### config.mk
export PLATFORM = sky130hd
export DESIGN_NAME = elastic_pipe_reg
export DESIGN_NICKNAME = d
export VERILOG_FILES = /design/src/rtl/pipe_pkg.sv /design/src/rtl/elastic_pipe_reg.sv
export SDC_FILE = /design/constraint.sdc
export NUM_CORES = 1
export LEC_CHECK = 0
export ABC_AREA = 1
export BUFFER_PORTS_ARGS = -buffer_cell sky130_fd_sc_hd__buf_2
export CAP_MARGIN = 25
export CORE_MARGIN = 4
export CORE_UTILIZATION = 49
export CTS_BUF_LIST = sky130_fd_sc_hd__clkbuf_8 sky130_fd_sc_hd__clkbuf_16
export CTS_CLUSTER_SIZE = 30
export DETAILED_ROUTE_END_ITERATION = 8
export GPL_TIMING_DRIVEN = 0
export PLACE_DENSITY = 0.85
export SLEW_MARGIN = 25
export SYNTH_ARGS = -nofsm -noshare
export SYNTH_HDL_FRONTEND = slang
export SYNTH_SLANG_ARGS = --single-unit
### constraint.sdc
create_clock -name clk -period 8.8 [get_ports clk]
set_clock_uncertainty 0.05 [all_clocks]
set_input_delay 0.88 -clock clk [delete_from_list [all_inputs] [get_ports clk]]
set_output_delay 0.88 -clock clk [all_outputs]
set_load 0.02 [all_outputs]
### src/rtl/pipe_pkg.sv
// Shared pipeline-boundary types: stage-register states, occupancy codes and per-stage payload widths.
package pipe_pkg;

    typedef enum logic [1:0] {
        EMPTY    = 2'b00,
        FULL     = 2'b01,
        SKIDFULL = 2'b10
    } pipe_state_e;

    localparam int unsigned OCC_W = 2;
    localparam logic [OCC_W-1:0] OCC_ZERO = OCC_W'(0);
    localparam logic [OCC_W-1:0] OCC_ONE  = OCC_W'(1);
    localparam logic [OCC_W-1:0] OCC_TWO  = OCC_W'(2);

    // Payload widths shared with the per-stage bundle packers.
    localparam int unsigned ID_EX_W  = 152;
    localparam int unsigned EX_MEM_W = 112;
    localparam int unsigned MEM_WB_W = 72;

    function automatic logic [OCC_W-1:0] occ_of(input pipe_state_e s);
        case (s)
            FULL:     return OCC_ONE;
            SKIDFULL: return OCC_TWO;
            default:  return OCC_ZERO;
        endcase
    endfunction

endpackage

### src/rtl/elastic_pipe_reg.sv
// Valid/ready pipeline boundary register with synchronous flush and an optional
// 2-entry skid buffer that registers in_ready.
module elastic_pipe_reg
    import pipe_pkg::*;
#(
    parameter int unsigned DATA_W     = ID_EX_W,
    parameter bit          SKID       = 1'b1,
    parameter bit          FLUSH_ZERO = 1'b1
) (
    input  logic              clk,
    input  logic              rst,
    input  logic              flush,
    input  logic              in_valid,
    output logic              in_ready,
    input  logic [DATA_W-1:0] in_data,
    output logic              out_valid,
    input  logic              out_ready,
    output logic [DATA_W-1:0] out_data,
    output logic [OCC_W-1:0]  occupancy
);

    pipe_state_e       state_q, state_d;
    logic [DATA_W-1:0] main_q, main_d;
    logic [DATA_W-1:0] skid_q, skid_d;
    logic              in_fire, out_fire;

    assign out_valid = (state_q != EMPTY);
    assign out_data  = main_q;
    assign occupancy = occ_of(state_q);
    assign in_ready  = SKID ? (state_q != SKIDFULL) : ((state_q == EMPTY) | out_ready);
    assign in_fire   = in_valid & in_ready;
    assign out_fire  = out_valid & out_ready;

    // Next-state and data-path selection; flush overrides every handshake.
    always_comb begin
        state_d = state_q;
        main_d  = main_q;
        skid_d  = skid_q;
        if (flush) begin
            state_d = EMPTY;
            if (FLUSH_ZERO) begin
                main_d = '0;
                skid_d = '0;
            end
        end else begin
            case (state_q)
                EMPTY: begin
                    if (in_fire) begin
                        state_d = FULL;
                        main_d  = in_data;
                    end
                end
                FULL: begin
                    if (in_fire && out_fire) begin
                        main_d = in_data;
                    end else if (out_fire) begin
                        state_d = EMPTY;
                    end else if (in_fire && SKID) begin
                        state_d = SKIDFULL;
                        skid_d  = in_data;
                    end
                end
                SKIDFULL: begin
                    if (out_fire) begin
                        state_d = FULL;
                        main_d  = skid_q;
                    end
                end
                default: state_d = EMPTY;
            endcase
        end
    end

    always_ff @(posedge clk or posedge rst) begin
        if (rst) begin
            state_q <= EMPTY;
            main_q  <= '0;
        end else begin
            state_q <= state_d;
            main_q  <= main_d;
        end
    end

    // Second entry exists only when the ready path must be registered.
    if (SKID) begin : g_skid
        always_ff @(posedge clk or posedge rst) begin
            if (rst) begin
                skid_q <= '0;
            end else begin
                skid_q <= skid_d;
            end
        end
    end else begin : g_no_skid
        assign skid_q = '0;
    end

endmodule

==> results.md <==
* Pin count of the biggest net entering global routing at 33
* Final global-route overflow total at 0
* Adder-Cell Fraction of Synth Area at 0%
* Aggregate negative setup slack at 0 ns
* VDD IR max at 0.000162 V
* I/O pin count at about 310
* Vias at 12900
* Synthesized cell area at 13700 um2
* NetSw at 1.17 mW
* Unrepaired setup endpoints after global routing: no
* Standard-cell rows at 60
* Initial Util at 50.2%
* Worst setup margin at 5.28 ns
* Comb pwr share at 20.0%
* Die ar. at 30700 um2
* Postcts setup bufs at 0
* Power Dens Cells at 224 nW/um2
* Layout Utilization at 62.5%
* Core area at 27300 um2
* Routed wire per std cell at 16.1 um
* Commonest non-fill, non-tap cells in the layout: nand2_1 (816), buf_2 (349), dfrtp_1 (306)
* Post-CTS Resized at 0
* Post-DP HPWL at approximately 29 mm
* WP data required at between 7 and 8 ns
* Seq/Total Area, Yosys at a little under three fifths
* Post-synthesis compound-gate area fraction at about 9%
* Share of layout cells above drive strength 1 at 20.9%
* Internal at 2.65 mW
* Final WL at 40.5 mm
* Number of global-route vias before repair at between 10000 and 15000
* Final slew viol count at 0
* Yosys cell types at 19
* Largest family of logic cells by synthesized area: simple AND/OR/NAND/NOR gates
* Worst slack, placed at roughly 5.9 ns
* Via/cell ratio at 5.13
* Die Height at 175 um
* Finished Cell Area at roughly 17000 um2
* Xor/xnor cell area share of the yosys netlist at 0%
* DR DRC count at 0
* Fmax at 284 MHz
* Flop pwr share at 42.9%
* CTS tree: yes
* Switching Share at 30.5%
* Type of the worst setup path: reg -> out
* Most common cell after layout, fill and taps aside: nand2_1
* Pleak at 9.64 nW
* Worst r2r src: state_q[0]
* Num Clock Sinks at 306
* H-tree Lvls at 1
* Mapped Cells at 1753
* CP startpoint kind: register
* Period Utilization, post-route at 40.0%
* Routed Antenna Nets at 0
* Worst Reg-to-Reg Cells at 9
* Initial antenna violation count at 15
* Die width at roughly 180 um
* 1st-pass router iterations at 5
* Final Net Count at ~2300
* Placed cell area at 15900 um2
* Area grow syn2layout at 24.4%
* Mux share of post-synthesis cell area at 0%
* Status: complete, no violations
* Slew HR at between 50% and 60%
* All-Layer GR Usage at 26.0%
* Synthesized area per cell at 7.81 um2
* Later-pin clock latency in the skew report at 0.55 ns
* Setup violators final at 0
* Post-Synth Simple-Gate Area at between 20% and 30%
* Flops & latches, synth at 306
* Worst-path clk slew at 0.06 ns
* Inserted Clock Buffers at 31
* Clock power share at 37.1%
* Arrival time at the worst endpoint at around 2.6 ns
* Net Count, Synth at 1910
* CP max FO at 10
* First-pass GRT wire length at 65.3 mm
* CTS Buffer Depth at 3
* Hold WS at 0.261 ns
* Final GP Congestion at 0.882
* Port Buffers at 312
* Tmin final at around 3.5 ns
* Slew @ Worst Pin at ~0.7 ns
* Worst hold path type: in -> async
* Final Hold Fails at 0
* Iter 0 DRT Violations at 1180
* Max Cap Violations at 0
* Crit. End Element: primary output
* Critical path startpoint: state_q[0]
* Root Buffer: clkbuf_16
* YS warnings at 0
* # hold bufs at CTS at 0
## layout make-up
cell class	count	area (um2)
multi-input cells	1287	5240
well taps	372	465
diodes	4	10.0
clock inverters	22	274
repair buffers	322	1760
flip-flops and latches	306	7660
plain buffers	112	609
inverters	48	184
fillers	2314	10200
clock buffers	35	831
## power groups by stage
stage	clock [mW]	combinational [mW]	sequential [mW]
after floorplan	0	0.334	1.79
after global placement	0	0.735	1.65
after detailed placement	0	0.762	1.66
after CTS	1.44	0.768	1.64
after global routing	1.50	0.843	1.65
final	1.42	0.763	1.64
## path summary, 6_finish.rpt
check	endpoint	slack [ns]
min	out_data[130]	0.26
max in group asynchronous	skid_q[95]	7.01
min reg2reg	skid_q[40]	0.42
max reg2reg	out_data[26]	6.29
min in group clk	skid_q[40]	0.42
max	in_ready	5.28
## per-layer routing
layer,up-vias,track usage [%],share of wire [%]
li1,6161,-,-
met1,6022,33.2,41
met2,537,43.3,47
met3,120,7.29,8.8
met4,20,8.58,3.2
met5,-,0,0.33
## cells by family (layout without fill, tap and decap cells)
group	Yosys count	after routing
buffers and inverters	160	539
flip-flops	306	306
AND/OR/NAND/NOR	1058	1058
AO/OA/AOI/OAI	229	229
other	0	4
## per-stage QoR
stage	cells	power, mW
after floorplan	1753	2.12
after global placement	2437	2.39
after detailed placement	2447	2.42
after CTS	2504	3.84
after global routing	2507	4.00
final	2508	3.82
## synth_stat cells (all sizes together)
cell type  instances  area (um2)
buf               63         425
inv               48         180
a22oi             38         285
nor2             236         898
nand3              4        20.0
clkbuf            49         184
a21oi             71         355
o21ai            120         601
nand2            817        3070
nor3               1        10.0
dfrtp            306        7660
## worst max-delay path: stages, from the launching register on
cell and delay (ns):
dfrtp_1 0.46, inv_2 0.07, nand2_1 0.43, clkbuf_1 0.53, buf_2 0.33, buf_2 0.21
## sequential cells by signal, indices dropped and copies added (netlist names)
signal,flops
state_q,2
skid_q,152
out_data,152
Note: power is estimated with default switching activity, not from simulation.
